===== config.mk =====
export PLATFORM = sky130hd
export DESIGN_NAME = seq_multiplier
export DESIGN_NICKNAME = d
export VERILOG_FILES = /design/src/rtl/mult_pkg.sv /design/src/rtl/seq_multiplier_cska.sv /design/src/rtl/seq_multiplier.sv
export SDC_FILE = /design/constraint.sdc
export NUM_CORES = 1
export LEC_CHECK = 0
export ABC_AREA = 1
export CAP_MARGIN = 20
export CORE_MARGIN = 10
export CORE_UTILIZATION = 64
export DETAILED_ROUTE_END_ITERATION = 16
export DONT_BUFFER_PORTS = 1
export PLACE_DENSITY = 0.8
export SYNTH_ARGS = -nofsm -noshare
export SYNTH_HDL_FRONTEND = slang
export SYNTH_SLANG_ARGS = --single-unit
export TNS_END_PERCENT = 20

===== constraint.sdc =====
create_clock -name CLK -period 15.8 [get_ports CLK]
set_input_delay 2.37 -clock CLK [delete_from_list [all_inputs] [get_ports CLK]]
set_output_delay 2.37 -clock CLK [all_outputs]
set_load 0.02 [all_outputs]

===== src/rtl/mult_pkg.sv =====
// Shared definitions for the sequential multiplier: FSM encoding and counter sizing.
package mult_pkg;

    typedef enum logic [1:0] {
        ST_IDLE = 2'd0,
        ST_RUN  = 2'd1,
        ST_DONE = 2'd2
    } state_t;

    // Width of the iteration counter for an n-bit operand.
    function automatic int unsigned cnt_width(input int unsigned n);
        return $clog2(n);
    endfunction

endpackage


===== src/rtl/seq_multiplier_cska.sv =====
// Carry-skip adder built from 4-bit ripple blocks.
// A block whose bits all propagate forwards its incoming carry directly.
// Ports: A, B operands; CIN carry in; SUM; COUT unsigned carry out;
//        OVF signed overflow.
module seq_multiplier_cska #(
    parameter int unsigned size = 32
) (
    input  logic [size-1:0] A,
    input  logic [size-1:0] B,
    input  logic            CIN,
    output logic [size-1:0] SUM,
    output logic            COUT,
    output logic            OVF
);

    localparam int unsigned BLK  = 4;
    localparam int unsigned NBLK = size / BLK;

    logic        c;
    logic        cblk;
    logic        cmsb;
    logic        pall;
    logic        p;
    int unsigned idx;

    // Ripple within each block; the skip mux replaces the block carry-out when all bits propagate.
    always_comb begin
        SUM  = '0;
        c    = CIN;
        cblk = 1'b0;
        cmsb = 1'b0;
        pall = 1'b0;
        p    = 1'b0;
        idx  = 0;
        for (int unsigned bk = 0; bk < NBLK; bk++) begin
            cblk = c;
            pall = 1'b1;
            for (int unsigned i = 0; i < BLK; i++) begin
                idx      = bk * BLK + i;
                p        = A[idx] ^ B[idx];
                SUM[idx] = p ^ c;
                if (idx == size - 1) begin
                    cmsb = c;
                end
                c    = (A[idx] & B[idx]) | (p & c);
                pall = pall & p;
            end
            if (pall) begin
                c = cblk;
            end
        end
        COUT = c;
        OVF  = cmsb ^ c;
    end

endmodule


===== src/rtl/seq_multiplier.sv =====
// Unsigned radix-2 shift-and-add multiplier: one add/shift per cycle, size iterations.
// Ports: CLK, RST_N (async active-low); IN_VALID/IN_READY with operands A, B;
//        OUT_VALID/OUT_READY with PRODUCT (2*size bits); BUSY while iterating.
module seq_multiplier
    import mult_pkg::*;
#(
    parameter int unsigned size = 32
) (
    input  logic              CLK,
    input  logic              RST_N,
    input  logic              IN_VALID,
    output logic              IN_READY,
    input  logic [size-1:0]   A,
    input  logic [size-1:0]   B,
    output logic              OUT_VALID,
    input  logic              OUT_READY,
    output logic [2*size-1:0] PRODUCT,
    output logic              BUSY
);

    localparam int unsigned CW = cnt_width(size);

    state_t          state;
    logic [size-1:0] mcand;
    logic [size-1:0] acc;
    logic [size-1:0] q;
    logic [CW-1:0]   cnt;

    logic [size-1:0] sum;
    logic            cout;
    logic            cska_ovf_unused;
    logic [size-1:0] nxt;
    logic            c;

    seq_multiplier_cska #(.size(size)) u_cska (
        .A    (acc),
        .B    (mcand),
        .CIN  (1'b0),
        .SUM  (sum),
        .COUT (cout),
        .OVF  (cska_ovf_unused)
    );

    // Add the multiplicand only when the current multiplier bit is set.
    always_comb begin
        nxt = q[0] ? sum : acc;
        c   = q[0] & cout;
    end

    assign PRODUCT = {acc, q};

    // FSM, datapath and registered handshake flags.
    always_ff @(posedge CLK or negedge RST_N) begin
        if (!RST_N) begin
            state     <= ST_IDLE;
            mcand     <= '0;
            acc       <= '0;
            q         <= '0;
            cnt       <= '0;
            IN_READY  <= 1'b1;
            OUT_VALID <= 1'b0;
            BUSY      <= 1'b0;
        end else begin
            case (state)
                ST_IDLE: begin
                    if (IN_VALID) begin
                        mcand    <= A;
                        q        <= B;
                        acc      <= '0;
                        cnt      <= '0;
                        state    <= ST_RUN;
                        IN_READY <= 1'b0;
                        BUSY     <= 1'b1;
                    end
                end
                ST_RUN: begin
                    // Logical right shift of {carry, partial sum, multiplier}.
                    acc <= {c, nxt[size-1:1]};
                    q   <= {nxt[0], q[size-1:1]};
                    cnt <= cnt + CW'(1);
                    if (cnt == CW'(size - 1)) begin
                        state     <= ST_DONE;
                        BUSY      <= 1'b0;
                        OUT_VALID <= 1'b1;
                    end
                end
                ST_DONE: begin
                    if (OUT_READY) begin
                        state     <= ST_IDLE;
                        OUT_VALID <= 1'b0;
                        IN_READY  <= 1'b1;
                    end
                end
                default: begin
                    state     <= ST_IDLE;
                    IN_READY  <= 1'b1;
                    OUT_VALID <= 1'b0;
                    BUSY      <= 1'b0;
                end
            endcase
        end
    end

endmodule


==> results of run 1 <==
-- placed cells by master (no fill, tap or decap), drive strengths merged, types with 2 or more instances in the layout --
| master | count |
|---|---|
| nand2 | 153 |
| a22o | 2 |
| buf | 5 |
| nor3 | 33 |
| and2 | 3 |
| o21ai | 72 |
| dfrtp | 105 |
| nand4 | 4 |
| a221oi | 31 |
| or2 | 2 |
| o22ai | 2 |
| nor2 | 43 |
| clkbuf | 9 |
| ha | 34 |
| fa | 31 |
| nand3 | 7 |
| inv | 49 |
| clkinv | 5 |
-- Yosys cell counts --
master    number  area [um^2]
nand2_1      153          574
dfrtp_1      105         2630
inv_1         46          173
nor2_1        41          154
o21ai_0       39          195
ha_1          34          425
nor3_1        33          165
o21ai_1       33          165
fa_1          31          621
a221oi_1      30          263
buf_2         13         65.1
clkbuf_1      12         45.0
nand3_1        7         35.0
buf_4          6         45.0
nand4_1        4         25.0
and2_1         3         18.8
a22o_1         2         17.5
nor2_4         2         22.5
o22ai_1        2         12.5
or2_2          2         12.5
a21oi_1        1         5.00
a221oi_2       1         15.0
a22oi_1        1         7.51
buf_1          1         3.75
buf_6          1         11.3
clkinv_1       1         3.75
dfstp_2        1         26.3
inv_2          1         3.75
o21bai_1       1         7.51
xor2_1         1         8.76
-- worst paths after layout --
| path | to | slack [ns] | cells after the start |
|---|---|---|---|
| setup / recovery | acc[31] | 0.65 | 50 |
| hold / removal | mcand[0] | 0.53 | 2 |
| setup reg to reg | acc[31] | 0.65 | 50 |
| hold reg to reg | mcand[0] | 0.53 | 2 |
| max in group asynchronous | IN_READY | 13.90 | 0 |
| min in group asynchronous | q[23] | 1.68 | 0 |
-- report_power, final --
group          switching, mW  total, mW  internal [mW]
clock                 0.0960      0.155         0.0585
sequential             0.270      0.681          0.412
combinational          0.387      0.695          0.308
-- layer usage --
| layer | wire [um] | GRT usage [%] | vias to the layer above | share of wire, % |
|---|---|---|---|---|
| met3 | 1360 | 6.09 | 16 | 10 |
| met5 | 0 | 0 | - | 0 |
| li1 | - | - | 1951 | - |
| met1 | 5200 | 24.2 | 2036 | 39 |
| met4 | 196 | 6.77 | 0 | 1.5 |
| met2 | 6430 | 33.3 | 162 | 49 |
-- kinds of logic (layout without fill, tap and decap cells) --
group / after synthesis / count (layout) / synth area share (%)
adder cells (fa/ha/maj): 65 / 65 / 18.2
XOR/XNOR: 1 / 1 / 0.152
buffers and inverters: 81 / 69 / 6.09
flip-flops: 106 / 106 / 46.1
AND/OR/NAND/NOR: 245 / 245 / 17.5
AO/OA/AOI/OAI: 110 / 110 / 12.0
-- registers in the layout (all words and copies together) (netlist names) --
signal / cells
OUT_VALID: 1
q: 32
cnt: 5
IN_READY: 1
BUSY: 1
state: 2
acc: 32
mcand: 32
-- area by class of cell --
| type | instances | share of cell area, % |
|---|---|---|
| clock inverter | 7 | 0.882 |
| tap | 108 | 2.27 |
| sequential | 106 | 44.6 |
| clock buffer | 9 | 2.08 |
| inverter | 48 | 3.02 |
| multi-input combinational | 421 | 46.2 |
| timing repair buffer | 5 | 0.966 |
-- metrics by stage --
stage,area [um^2],hold slack (ns),std cells,utilization (%)
floorplan,5750,0.453,608,-
global placement,5750,0.469,687,66.0
detailed placement,5750,0.499,687,66.0
CTS,5930,0.526,703,68.0
global route,5960,0.557,704,68.3
finish,5960,0.532,704,68.3
-- worst max-delay path, delay by kind of cell, from the launching register on --
family	cells	cell delay [ns]
flops	1	0.48
simple gates	13	1.77
buf+inv	1	0.08
compound gates	4	0.58
fa+ha+maj	32	12.13
==> impl_metrics.csv, run 1 <==
group,metric,value,unit
placed_design,gp_congestion,0.841,
placed_design,dp_hpwl,9.41,mm
setup_path,required,16.07,ns
cts,cts_tree,"done",
layout,diodes,0,
setup_path,worstSetupEndpointType,"flop",
grt,track_usage,20.0,%
power_and_ir_drop,ir_drop,115,uV
floorplan,dieWidth,115,um
setup_path,critical_path_class,"reg2reg",
hold_path,hold_path_class,"reg2reg",
drt,drt-wirelength-per-cell,18.7,um
cts,clock_sinks,106,
sta,tightest_slew,0.974,ns
cts,cts.repair.resized,0,
grt,grt_max_degree,107,
synthesis,netlist_instances,608,
floorplan,die_area,13200,um^2
setup_path,cpMaxStageDelayCell,"dfrtp_2",
sta,maxSlewViolCount,0,
drt,final_antenna_net_count,0,
sta,finalCritPeriodShare,95.9,%
cts,cts_max_level,3,
cts,cts_setup_buffers,0,
synthesis,ys_seq_area_share,46.1,%
power_and_ir_drop,finalPower,1.53,mW
setup_path,reg2reg_from,"acc[0]",
sta,hold_violations,0,
hold_path,worstHoldStart,"mcand[0]",
drt,drt_iter0_drc,399,
synthesis,yosysUniqueCellTypes,30,
floorplan,core,8720,um^2
drt,vias,4165,
grt,gr-total-overflow,0,
sta,maxSlewHeadroom,34.6,%
sta,setup_tns,0,ns
synthesis,avgSynthCellArea,9.46,um^2
sta,setup_viol,0,
layout,multi_input_area,2760,um^2
synthesis,yosys_warnings,0,
run_status,status,"finished clean",
drt,via_per_inst,5.92,
cts,ctsHoldBuffers,0,
sta,max_freq,0.0660,GHz
floorplan,start_util,66.0,%
power_and_ir_drop,power_leakage,2.88,nW
sta,fin_skew,0.0157,ns
cts,clkLatencyLatePin,0.37,ns
placed_design,portBuffers,0,
setup_path,cp.arrival,15.42,ns
floorplan,rows,34,
run,maxCapViolations,0,
layout,syn2layout_area_growth,3.57,%
setup_path,crit_fanout,3,
cts,cts_buffers,9,
sta,rsz0062_at_grt,"false",
layout,num-fill-cells,688,
cts,root_buffer,"clkbuf_8",
synthesis,synth_area,5750,um^2
sta,period_needed,15.15,ns
grt,grt_pass1_wl,21.4,mm
setup_path,crit_path_frequent_cell,"fa_1",
layout,seq_area,2660,um^2
setup_path,start_kind,"flop",
floorplan,dieHeight,115,um
drt,first_pass_iters,6,
grt,grt_antenna_before_repair,0,
synthesis,ys_ff_latch,106,
drt,drc,0,
power_and_ir_drop,power.density,257,nW/um^2
drt,wirelength,13.2,mm
sta,layout_setup_ws,0.654,ns
layout,layout-drive-gt1-share,5.20,%
floorplan,ioPinCount,135,
grt,grt_pass1_vias,4294,
setup_path,critPathLaunch,"acc[0]",
placed_design,pre_cts_slack,0.596,ns
layout,final_nets,724,
cts,clk_path_buf_depth,2,
cts,path_clk_slew,0.10,ns
synthesis,synthesis.nets,741,
setup_path,max_stage_delay,0.48,ns
(Power assumes the default switching activity.)
==> run 2: changes to the inputs <==
- GPL_TIMING_DRIVEN: not set -> 0
==> run 2 against run 1 <==
Compared with the run above: wire length grew 5.2%; first-iteration DRC count shrank 15%; clock skew shrank 0.0031 ns; cell count grew 4.0%; power grew 3.1%; combinational power grew 3.9%; sequential cell count is the same; cell area grew 2.4%; worst hold slack lost 0.0016 ns.
==> impl_metrics.csv, run 2 (synthesized netlist as in run 1, its figures left out) <==
group,metric,value,unit
grt,grt_antenna_before_repair,0,
drt,vias,4347,
grt,grt_max_degree,107,
drt,final_antenna_net_count,0,
hold_path,worstHoldStart,"mcand[0]",
sta,hold_violations,0,
floorplan,die_area,13200,um^2
setup_path,required,16.07,ns
drt,routed.top_layer,"met4",
layout,mostFrequentLayoutCells,"nand2_1, dfrtp_1, inv_1",
cts,clk_path_buf_depth,2,
setup_path,critical_path_class,"reg2reg",
sta,tightest_slew,0.500,ns
cts,cts.repair.resized,0,
drt,drt_iter0_drc,341,
placed_design,placed_area,5890,um^2
cts,root_buffer,"clkbuf_8",
layout,diodes,0,
setup_path,r2r_slack,0.58,ns
setup_path,max_stage_delay,0.48,ns
floorplan,rows,34,
layout,final_nets,752,
setup_path,worstSetupEndpointType,"flop",
run_status,status,"finished clean",
floorplan,core,8720,um^2
setup_path,start_kind,"flop",
power_and_ir_drop,power.density,259,nW/um^2
drt,drt-wirelength-per-cell,19.0,um
layout,final_common_cell,"nand2_1",
drt,via_per_inst,5.94,
floorplan,dieHeight,115,um
setup_path,cp.arrival,15.49,ns
power_and_ir_drop,power_leakage,2.96,nW
setup_path,crit_fanout,3,
placed_design,portBuffers,0,
sta,fin_skew,0.0127,ns
cts,clkLatencyLatePin,0.37,ns
setup_path,cp_top_family,"adder cells",
cts,clock_sinks,106,
setup_path,crit_path_frequent_cell,"fa_1",
sta,setup_tns,0,ns
cts,cts_tree,"done",
hold_path,min_to,"mcand[0]",
layout,fin_util,70.0,%
layout,layout-drive-gt1-share,7.21,%
cts,path_clk_slew,0.11,ns
layout,final_cell_area,6100,um^2
power_and_ir_drop,finalPower,1.58,mW
setup_path,cpMaxStageDelayCell,"dfrtp_2",
cts,cts_setup_buffers,0,
layout,syn2layout_area_growth,6.04,%
hold_path,hold_path_class,"reg2reg",
floorplan,dieWidth,115,um
layout,reg_top3,"acc: 32 flops, mcand: 32 flops, q: 32 flops",
sta,rsz0062_at_grt,"false",
drt,wirelength,13.9,mm
cts,cts_max_level,3,
run,maxCapViolations,0,
sta,period_needed,15.22,ns
sta,setup_viol,0,
sta,maxSlewHeadroom,66.7,%
grt,grt_pass1_wl,22.5,mm
cts,cts_buffers,9,
hold_path,holdPathStages,2,
sta,maxSlewViolCount,0,
placed_design,dp_hpwl,10.5,mm
cts,ctsHoldBuffers,0,
setup_path,path_buf_inv,1,
setup_path,reg2reg_from,"acc[0]",
placed_design,gp_congestion,0.811,
drt,wl_met3,1.39,mm
floorplan,ioPinCount,135,
drt,first_pass_iters,5,
drt,drc,0,
grt,gr-total-overflow,0,
power_and_ir_drop,ir_drop,112,uV
setup_path,r2r-end,"acc[31]",
grt,grt_pass1_vias,4373,
setup_path,rr_worst_depth,50,
grt,track_usage,21.1,%
sta,whs,0.531,ns
drt,met1_length,5.51,mm
setup_path,critPathLaunch,"acc[0]",
sta,max_freq,0.0657,GHz
floorplan,start_util,66.0,%
drt,wl_met2,6.78,mm
sta,finalCritPeriodShare,96.3,%
## run 2: worst min-delay path: stages (launching register included)
cell	delay [ns]
dfrtp_1	0.39
nand2_1	0.06
nand2_1	0.06
## run 2: power breakdown
part           internal, mW  switching [mW]  total [mW]
registers             0.412           0.269       0.681
logic                 0.320           0.402       0.722
clock network        0.0765          0.0997       0.176
total                 0.808           0.771        1.58
## run 2: area by class of cell
cell class | instances | area (um^2)
multi-input cells | 421 | 2750
flip-flops and latches | 106 | 2660
fillers | 663 | 2620
inverters | 48 | 180
plain buffers | 33 | 170
well taps | 108 | 135
clock buffers | 9 | 124
clock inverters | 7 | 83.8
## run 2: layer usage
metal  vias to the layer above  track usage (%)
met5                         -                0
met1                      2134             25.6
met4                         0             6.19
met3                        14             5.68
li1                       2020                -
met2                       179             36.3
## run 2: metrics by stage
| stage | worst slack [ns] | instances |
|---|---|---|
| finish | 0.580 | 732 |
| floorplan | 1.34 | 608 |
| detailed placement | 0.520 | 716 |
| global route | 0.00106 | 732 |
| CTS | 0.493 | 732 |
| global placement | 0.764 | 716 |
## run 2: how the worst max path moves through the flow
stage,end,slack (ns),cells past startpoint
2_1_floorplan,acc[31],1.34,50
3_3_place_gp,acc[31],0.76,50
3_5_place_dp,acc[31],0.52,50
4_1_cts,acc[31],0.49,50
5_1_grt,acc[31],0.001,50
6_report,acc[31],0.58,50
==> run 3: changes to the inputs <==
- CTS_CLUSTER_SIZE: not set -> 16
==> results of run 3 <==
No change in the layout: final DEF, timing and power equal those of run 2.
